File: src/rtl/instruction_fetch_unit.sv
// Instruction fetch stage: owns the PC, issues fetch addresses and captures returned
// words into the IF/ID register, with stall replay, branch redirect/flush and halt.
module instruction_fetch_unit #(
  parameter logic [15:0] RESET_PC  = 16'h0000,
  parameter logic [15:0] PC_STEP   = 16'd2,
  parameter logic [15:0] HALT_WORD = 16'hEFFF
) (
  input  logic        clk,
  input  logic        rst,
  input  logic [15:0] instr_in,
  input  logic        stall,
  input  logic        branch_taken,
  input  logic [15:0] branch_target,
  output logic [15:0] pc_out,
  output logic [15:0] if_id_instr,
  output logic [15:0] if_id_pc,
  output logic        if_id_valid,
  output logic        halted,
  output logic [15:0] fetch_count,
  output logic        fsm_state
);

  // Handshake: memory answers every address unconditionally one cycle later; stall
  // replays pc_q so the in-flight word stays on instr_in until the stall drops.
  typedef enum logic {FETCH = 1'b0, HALT = 1'b1} state_t;

  state_t      state, state_n;
  logic [15:0] pc, pc_n, pc_q, pc_q_n;
  logic        inflight, inflight_n;
  logic [15:0] instr_n, ipc_n, count_n;
  logic        valid_n, halted_n;

  assign pc_out    = (state == FETCH && stall) ? pc_q : pc;
  assign fsm_state = state;

  always_comb begin
    state_n    = state;
    pc_n       = pc;
    pc_q_n     = pc_q;
    inflight_n = inflight;
    instr_n    = if_id_instr;
    ipc_n      = if_id_pc;
    valid_n    = if_id_valid;
    halted_n   = halted;
    count_n    = fetch_count;
    if (state == HALT) begin
      valid_n = 1'b0;
    end else if (branch_taken) begin
      pc_n       = branch_target;
      inflight_n = 1'b0;
      valid_n    = 1'b0;
    end else if (!stall) begin
      valid_n = 1'b0;
      if (inflight) begin
        instr_n = instr_in;
        ipc_n   = pc_q;
        valid_n = 1'b1;
        if (fetch_count != 16'hFFFF) count_n = fetch_count + 16'd1;
      end
      // A halt capture stops issuing: pc keeps the address after the halt word.
      if (inflight && instr_in == HALT_WORD) begin
        state_n    = HALT;
        halted_n   = 1'b1;
        inflight_n = 1'b0;
      end else begin
        pc_q_n     = pc;
        pc_n       = pc + PC_STEP;
        inflight_n = 1'b1;
      end
    end
  end

  always_ff @(posedge clk) begin
    if (!rst) begin
      state       <= FETCH;
      pc          <= RESET_PC;
      pc_q        <= 16'h0000;
      inflight    <= 1'b0;
      if_id_instr <= 16'h0000;
      if_id_pc    <= 16'h0000;
      if_id_valid <= 1'b0;
      halted      <= 1'b0;
      fetch_count <= 16'h0000;
    end else begin
      state       <= state_n;
      pc          <= pc_n;
      pc_q        <= pc_q_n;
      inflight    <= inflight_n;
      if_id_instr <= instr_n;
      if_id_pc    <= ipc_n;
      if_id_valid <= valid_n;
      halted      <= halted_n;
      fetch_count <= count_n;
    end
  end

endmodule
File: config.mk
export PLATFORM = sky130hd
export DESIGN_NAME = instruction_fetch_unit
export DESIGN_NICKNAME = d
export VERILOG_FILES = /design/src/rtl/instruction_fetch_unit.sv
export SDC_FILE = /design/constraint.sdc
export NUM_CORES = 1
export LEC_CHECK = 0
export CAP_MARGIN = 20
export CORE_MARGIN = 4
export CORE_UTILIZATION = 48
export CTS_CLUSTER_DIAMETER = 120
export DETAILED_ROUTE_END_ITERATION = 16
export GPL_ROUTABILITY_DRIVEN = 0
export PLACE_DENSITY = 0.9
export SETUP_SLACK_MARGIN = 0.02
export SYNTH_ARGS = -nofsm -noshare
export SYNTH_HDL_FRONTEND = slang
export SYNTH_SLANG_ARGS = --single-unit
File: constraint.sdc
create_clock -name clk -period 2.8 [get_ports clk]
set_clock_uncertainty 0.05 [all_clocks]
set_input_delay 0.42 -clock clk [delete_from_list [all_inputs] [get_ports clk]]
set_output_delay 0.42 -clock clk [all_outputs]
set_load 0.005 [all_outputs]
==> results, run 1 <==
- The setup slack on the worst flop-to-flop path is 720 ps.
- The startpoint kind of the worst setup timing path is a primary input.
- The number of placed instances with taps included is 641.
- The count of nets after finishing is 588.
- The initialized floorplan defines 32 standard-cell rows.
- Once the clock tree was built, the resizer swapped 0 gates to a different size.
- STA puts the critical path data arrival time at 2210 ps.
- The endpoint type of the worst setup path is an output port.
- The number of global-route vias before repair is 3522.
- The number of port buffers is 102.
- The number of enable-type register cells in the synthesized netlist is 0.
- Yosys printed 0 warnings.
- The non-filler instance count after layout is 657.
- The setup path with the least slack is of type primary input to output port.
- The finished layout cell area is 5140 µm².
- The multi-input combinational cells in the finished layout cover a total of 1990 µm².
- From left edge to right edge, the die measures 97.2 µm.
- Cells fill 66.5% of the core in the end.
- Counting the fill cells in the layout gives 620.
- Sequential elements use 44.0% of the synthesized area.
- The clock insertion delay at the later pin of the skew report is 350 ps.
- The path class of the lowest-slack min-delay path is register to register.
- The cell accounting for the most synthesized area is sky130_fd_sc_hd__dfxtp_1.
- The transition time at the pin with the least slew margin is 482 ps.
- In the post-synthesis netlist, the biggest area contributors are sky130_fd_sc_hd__dfxtp_1 (44%), sky130_fd_sc_hd__nand2_1 (9.0%), sky130_fd_sc_hd__a21oi_1 (6.3%), sky130_fd_sc_hd__mux2i_1 (5.2%), sky130_fd_sc_hd__mux2_2 (4.4%).
- During I/O placement, the number of pins put on the boundary was 103.
- The clock buffer count from CTS is 9.
- The number of different library cells in the post-synthesis netlist is 49.
- The average cell area after synthesis is 8.34 µm².
- In this run the clock root is driven by a sky130_fd_sc_hd__clkbuf_8.
- The share of the synthesized area in the top cell type is 44.0%.
- The count of pins over their slew limit is 0.
- The count of clock tree sinks is 84.
- In the final layout, flip-flops and latches occupy 1680 µm².
- The area growth from synthesis to layout is 34.6%.
- The time the final worst path needs with I/O delays and setup is 2680 ps.
- Along the worst path, the maximum fanout reaches 18.
- The worst-case IR drop observed on VDD is 0.292 mV.
- The worst hold slack after final layout is 407 ps.
- The detailed-router iteration count before antenna repair is 5.
- The total routed wirelength is 10000 µm.
- The count of nets left with antenna violations once routing finished came out at 0.
- The die covers 9450 µm².
- The final cycle utilization of the critical path is 95.6%.
- TritonCTS built the clock tree.
- The endpoint required time on the critical path is 2330 ps.
- Summed over all failing endpoints, the final setup total negative slack is 0 ps.
- The run finished with clean final reports.
- Entering global routing, the biggest net connects 58 pins.
- The number of endpoints failing setup at the final stage is 0.
- Using the TritonRoute via totals, the vias-per-cell ratio works out to 5.59.
- The final count of hold timing violations is 0.
- The initial utilization of the core area, before any placement, comes to 49.4%.
- The number of synthesized register bits is 84.
- Setup repair after global routing left no endpoint under its margin.
- The number of max-capacitance violations reported is 0.
- The placed wire-length estimate is 7100 µm.
- Headroom to the max-slew limit came out at 67.6%.
- 0 antenna diodes ended up in the layout.
- The highest clock rate is 374 MHz.
- After detailed routing, the number of remaining DRC violations is 0.
- The standard cell area after detailed placement is 4940 µm².
- The aggregate global routing overflow is 0.
- The ratio of cells with drive above 1 in the final layout is 9.01%.
- The via count of the routed design is 3671.
- The first global-routing pass estimated 16600 µm of wire.
- The number of antenna violations at the first check in global routing is 0.
- The analysis attributes to cell leakage a power of 1.78 nW.
- When the netlist entered floorplanning its net count stood at 496.
- The most used flip-flop cell after synthesis is sky130_fd_sc_hd__dfxtp_1.
- After clock tree synthesis, the clock-pin slew on the worst setup and hold paths is 80 ps.
- The most frequently used cell type in the post-synthesis netlist is sky130_fd_sc_hd__nand2_1.
- After clock tree synthesis, the flow added hold-fix buffers numbering 0.
- The count of buffers added by post-CTS timing repair for setup is 0.
- Dividing total power by cell area gives a power density of 464 nW/µm².
- The final routed wire length divided by cell count is 15.2 µm.
- In the synthesized netlist the async set-or-reset flop fraction comes to 0%.
- Synthesis produced a netlist whose cell count is 458.
- The global router's overall resource usage is 20.9%.
- By count the netlist is led by sky130_fd_sc_hd__nand2_1 (92), sky130_fd_sc_hd__dfxtp_1 (84), sky130_fd_sc_hd__a21oi_1 (48).
- The clock passes through at most 2 buffers.
- After the first detailed-routing iteration, the DRC count stood at 262.
- The cell area that synthesis handed to floorplanning was 3820 µm².
- The floorplan step set the die height to 97.2 µm.
- The H-tree was split into 3 levels.
- The core region is 7730 µm².
## flip-flops by register name (all words and copies together), names as in the netlist
register / count
fetch_count: 16
if_id_instr: 16
if_id_pc: 16
pc: 16
pc_q: 16
fsm_state: 1
halted: 1
if_id_valid: 1
inflight: 1
## metrics by stage
stage / power (W) / setup WS (ps)
after floorplan: 0.00141 / 696
after global placement: 0.00153 / 163
after detailed placement: 0.00154 / 128
after CTS: 0.00240 / 118
after global routing: 0.00248 / 82.3
final: 0.00239 / 123
## logic make-up after synthesis
logic type	share of synthesized area [%]
AOI/OAI and AO/OA	16.2
DFF	44.0
muxes	9.66
adders and majority gates	0.655
and+or+nand+nor	22.7
xor gates and xnor gates	2.75
buffers and inverters	3.93
## placed cells by master, fill, tap and decap left out, types with 2 or more instances in the layout
| master | n |
|---|---|
| sky130_fd_sc_hd__o21ai_0 | 17 |
| sky130_fd_sc_hd__nand3_1 | 12 |
| sky130_fd_sc_hd__clkbuf_8 | 9 |
| sky130_fd_sc_hd__and3_1 | 5 |
| sky130_fd_sc_hd__inv_1 | 2 |
| sky130_fd_sc_hd__and2_1 | 4 |
| sky130_fd_sc_hd__o31ai_1 | 3 |
| sky130_fd_sc_hd__or3_1 | 4 |
| sky130_fd_sc_hd__nand2_1 | 92 |
| sky130_fd_sc_hd__xnor2_1 | 4 |
| sky130_fd_sc_hd__nand4_1 | 6 |
| sky130_fd_sc_hd__clkdlybuf4s50_1 | 102 |
| sky130_fd_sc_hd__clkinvlp_4 | 3 |
| sky130_fd_sc_hd__nor3_1 | 2 |
| sky130_fd_sc_hd__mux2i_1 | 20 |
| sky130_fd_sc_hd__a211oi_1 | 3 |
| sky130_fd_sc_hd__buf_4 | 9 |
| sky130_fd_sc_hd__nor4_1 | 7 |
| sky130_fd_sc_hd__dfxtp_1 | 84 |
| sky130_fd_sc_hd__ha_1 | 2 |
| sky130_fd_sc_hd__xor2_1 | 8 |
| sky130_fd_sc_hd__o32ai_1 | 2 |
| sky130_fd_sc_hd__a21oi_1 | 48 |
| sky130_fd_sc_hd__mux2_2 | 15 |
| sky130_fd_sc_hd__buf_12 | 2 |
| sky130_fd_sc_hd__a31o_2 | 4 |
| sky130_fd_sc_hd__nand2b_1 | 5 |
| sky130_fd_sc_hd__and4_1 | 2 |
| sky130_fd_sc_hd__nor2_1 | 44 |
| sky130_fd_sc_hd__a31oi_1 | 4 |
| sky130_fd_sc_hd__a22oi_1 | 3 |
| sky130_fd_sc_hd__o211ai_1 | 7 |
## critical path, cell delays in order
cell and delay (ps):
sky130_fd_sc_hd__clkdlybuf4s50_1 520, sky130_fd_sc_hd__nor2b_1 250, sky130_fd_sc_hd__buf_12 190, sky130_fd_sc_hd__mux2_2 350, sky130_fd_sc_hd__clkdlybuf4s50_1 460
## worst paths after layout
check              startpoint               to  depth (start not counted)
hold reg to reg   if_id_pc[0]      if_id_pc[0]                          2
setup / recovery        stall       pc_out[13]                          5
hold / removal    if_id_pc[0]      if_id_pc[0]                          2
setup reg to reg     inflight  fetch_count[13]                          5
## layer usage
layer	vias to the layer above	part of all wire [%]	track usage, %	routed length, µm
met5	-	0	0	0
met4	0	1.5	8.20	148
li1	1781	-	-	-
met3	13	6.3	4.31	629
met2	146	50	36.0	5010
met1	1731	42	25.7	4220
## area by class of cell
class	count	area share, %
multi-input cells	338	38.7
flip-flops and latches	84	32.7
repair buffers	113	22.0
clock buffers	10	2.48
well taps	102	2.48
clock inverters	6	1.41
inverters	4	0.292
## where the power goes
part           total, W  internal (W)  switching, W
Sequential      0.00126       0.00122     0.0000364
Clock          0.000872      0.000421      0.000451
Combinational  0.000258      0.000140      0.000118
Total           0.00239       0.00178      0.000605
Power figures use the tool's default switching activity.
==> inputs of run 2 (changes only) <==
Settings changed: ABC_AREA set to 1, ABC_CLOCK_PERIOD_IN_PS set to 2800, CORE_UTILIZATION 48 to 50, PLACE_DENSITY 0.9 to 0.91, SKIP_LAST_GASP set to 1.
==> results, run 2 <==
- The total routed wirelength is 11800 µm.
- sky130_fd_sc_hd__nor2_1 is the most common cell in the netlist.
- For the final routed database, the setup TNS stands at 0 ps.
- Synthesis inferred 84 register bits.
- The final antenna-violating net count is 0.
- The count of clock tree sinks is 84.
- After layout, the worst path uses 87.6% of the clock period.
- The synthesized netlist devotes 12.1% of its cell area to compound gates.
- The number of endpoints failing setup at the final stage is 0.
- Summing every instance area after synthesis gives 4270 µm².
- For this run, the number of Yosys warnings is 0.
- The top fanout value on the critical path is 32.
- The average cell area after synthesis is 6.48 µm².
- The area share of fa/ha/maj cells after synthesis is 0.586%.
- The sequential cells in the finished layout cover a total of 1680 µm².
- The filler cell count is 711.
- At the worst endpoint, the required time is 2330 ps.
- The routed length on met1 is 5100 µm.
- The ratio of cells with drive above 1 in the final layout is 6.62%.
- The power density over the cells is 466 nW/µm².
- The path class of the lowest-slack min-delay path is register to register.
- The run finished with clean final reports.
- In this run the top signal layer used is met4.
- The CTS tree is done.
- The worst setup path is captured at an output port.
- The antenna diode count is 0.
- Summed over all nets, the half-perimeter wirelength after detailed placement is 8570 µm.
- In the routed design, unresolved DRC markers number 0.
- After Yosys synthesis, and, or, nand and nor cells account for 39.5% of the synthesized area.
- Headroom to the max-slew limit came out at 51.5%.
- The share of the synthesized area in the top cell type is 39.4%.
- After synthesis, the share of cell area in mux cells is 0%.
- After clock tree synthesis, the clock-pin slew on the worst setup and hold paths is 90 ps.
- By area, the combinational part of the netlist is dominated by simple AND/OR/NAND/NOR gates.
- The number of nets handed over by synthesis was 697.
- Counting flops with a built-in enable in the synthesized netlist gives 0.
- The minimum setup slack in the final design is 348 ps.
- In this run, post-CTS repair resized a total of 0 instances.
- The floorplan step set the die height to 100 µm.
- The number of H-tree levels is 3.
- The startpoint kind of the worst setup timing path is a register.
- The net count of the finished layout is 788.
- The count of pins over their slew limit was 0.
- The master cell of the clock root buffer is sky130_fd_sc_hd__clkbuf_8.
- The number of cells on the worst reg-to-reg path is 7.
- The commonest non-fill, non-tap cell in the layout is sky130_fd_sc_hd__nor2_1.
- The global router's overall resource usage is 23.6%.
- In the post-synthesis netlist, the biggest area contributors are sky130_fd_sc_hd__dfxtp_1 (39%), sky130_fd_sc_hd__nor2_1 (14%), sky130_fd_sc_hd__nand2_1 (14%), sky130_fd_sc_hd__nand3_1 (7.0%), sky130_fd_sc_hd__a21oi_1 (5.6%).
- The per-cell via count in the routed design is 5.40.
- The routed design uses 833 µm of met3 wire.
- The number of antenna violations at the first check in global routing came to 0.
- The maximum count of clock buffers along a single path is 2.
- Entering global routing, the biggest net connects 39 pins.
- For the pin with the worst max-slew slack, the measured transition is 728 ps.
- Data on the critical path arrives at its endpoint at 1980 ps.
- At the placement stage, the worst setup path has a slack of 411 ps.
- The count of buffers added by post-CTS timing repair for setup is 0.
- The clock buffer count from CTS is 9.
- The critical path starts at fsm_state.
- The number of max-capacitance violations reported is 0.
- The setup slack on the worst flop-to-flop path is 1020 ps.
- Wire segments on met2 add up to 5680 µm in the final route.
- In the final routed layout, each cell accounts on average for 13.7 µm.
- In this run the count of I/O pins placed on the die edge is 103.
- The share of async-settable or async-resettable flops after synthesis is 0%.
- The most used flip-flop cell after synthesis is sky130_fd_sc_hd__dfxtp_1.
- The final count of hold timing violations is 0.
- The category of the most critical setup path is register to output port.
- By count the netlist is led by sky130_fd_sc_hd__nor2_1 (161), sky130_fd_sc_hd__nand2_1 (155), sky130_fd_sc_hd__dfxtp_1 (84).
- The total number of placement rows is 33.
- The first detailed-routing pass took 7 iterations.
- The die outline area is 10100 µm².
- The cell depth of the worst hold path is 2.
- The number of global-route vias before repair is 4283.
- From synthesis to final layout, the design area changed by 30.2%.
- The number of port buffers is 102.
- The synthesized netlist devotes 1.85% of its cell area to XOR and XNOR gates.
- In this run the critical register-to-register path is launched from fetch_count[1].
- For this design, the CTS-stage hold fixing added 0 buffers.
- The endpoint of the worst setup timing path is pc_out[15].
- The count of mapped cells out of synthesis is 659.
- The cell accounting for the most synthesized area is sky130_fd_sc_hd__dfxtp_1.
- The worst hold path begins at halted.
- Setup repair after global routing left no endpoint under its margin.
- The via count of the routed design is 4648.
- Summed over all layers, the global routing overflow is 0.
- The time the final worst path needs with I/O delays and setup is 2450 ps.
- Based on the critical path, the design can be clocked at up to 408 MHz.
- The share of the yosys chip area belonging to registers is 39.4%.
- The later pin in the worst-skew pair is clocked with a latency of 350 ps.
- The endpoint of the lowest-slack register-to-register path is fetch_count[9].
- The number of design-rule violations left by the first detailed-router iteration is 268.
- The floorplan step defined a core boundary enclosing 8260 µm².
- The worst-case IR drop observed on VDD is 0.274 mV.
- The multi-input combinational cells in the finished layout cover a total of 2300 µm².
- The leakage component of the power is 2.19 nW.
- The design draws 0.00259 W.
- In this run, distinct cell masters in the synthesized netlist total 29.
- The first global-routing pass estimated 19600 µm of wire.
- Once the floorplan was initialized, standard cells occupied 51.7% of the core.
- The top cell types in the final layout, fill and taps aside, are sky130_fd_sc_hd__nor2_1 (161), sky130_fd_sc_hd__nand2_1 (155), sky130_fd_sc_hd__clkdlybuf4s50_1 (101).
- The die is 100 µm wide.
- Hold timing on the final database bottoms out at a slack of 431 ps.
run 2: cell count changes after synthesis, moves of 15 or more:
cell	before	now
sky130_fd_sc_hd__o21ai_0	17	42
sky130_fd_sc_hd__inv_1	2	28
sky130_fd_sc_hd__nor2_1	44	161
sky130_fd_sc_hd__mux2i_1	20	0
sky130_fd_sc_hd__mux2_2	15	0
sky130_fd_sc_hd__nand3_1	12	60
sky130_fd_sc_hd__nand2_1	92	155
run 2: kinds of logic (layout without fill, tap and decap cells):
kind of cell / count (synthesis) / after routing
AOI/OAI and AO/OA: 97 / 97
xor gates and xnor gates: 9 / 9
adders and majority gates: 2 / 2
buffers and inverters: 66 / 162
DFF: 84 / 84
and+or+nand+nor: 401 / 401
run 2: final cells by class:
| class | instances | area share [%] |
|---|---|---|
| Multi-Input combinational cell | 509 | 41.4 |
| Sequential cell | 84 | 30.2 |
| Timing Repair Buffer | 112 | 19.8 |
| Clock buffer | 10 | 2.48 |
| Tap cell | 105 | 2.36 |
| Inverter | 34 | 2.34 |
| Clock inverter | 6 | 1.28 |
run 2: layer usage:
layer / track usage (%) / up-vias
met1: 31.4 / 2134
met3: 4.10 / 28
li1: - / 2298
met2: 39.4 / 188
met4: 6.42 / 0
met5: 0 / -
run 2: per-stage QoR:
stage                     util [%]  std cells  cell area [µm²]
final                         67.3        860             5560
after global routing          67.3        860             5560
after CTS                     67.3        860             5560
after detailed placement      64.8        844             5350
after global placement        64.8        844             5350
after floorplan                  -        659             4270
run 2: worst min path at each step:
| stage | to | slack (ps) |
|---|---|---|
| 6_report | halted | 430 |
| 5_1_grt | if_id_instr[7] | 460 |
| 4_1_cts | halted | 440 |
| 3_5_place_dp | pc_q[1] | 410 |
| 3_3_place_gp | pc_q[1] | 400 |
| 2_1_floorplan | pc_q[1] | 390 |
run 2: power by group:
| group | switching [W] | total [W] | leakage (nW) | internal, W |
|---|---|---|---|---|
| Clock | 0.000473 | 0.000918 | 0.0995 | 0.000445 |
| Sequential | 0.0000421 | 0.00128 | 0.685 | 0.00124 |
| Combinational | 0.000203 | 0.000388 | 1.41 | 0.000185 |
run 2: worst max-delay path: stages (launching register included):
cell and delay (ps):
sky130_fd_sc_hd__dfxtp_1 470, sky130_fd_sc_hd__inv_2 130, sky130_fd_sc_hd__nand2_1 130, sky130_fd_sc_hd__buf_12 180
sky130_fd_sc_hd__nor2_1 60, sky130_fd_sc_hd__a21oi_1 120, sky130_fd_sc_hd__clkdlybuf4s50_1 550
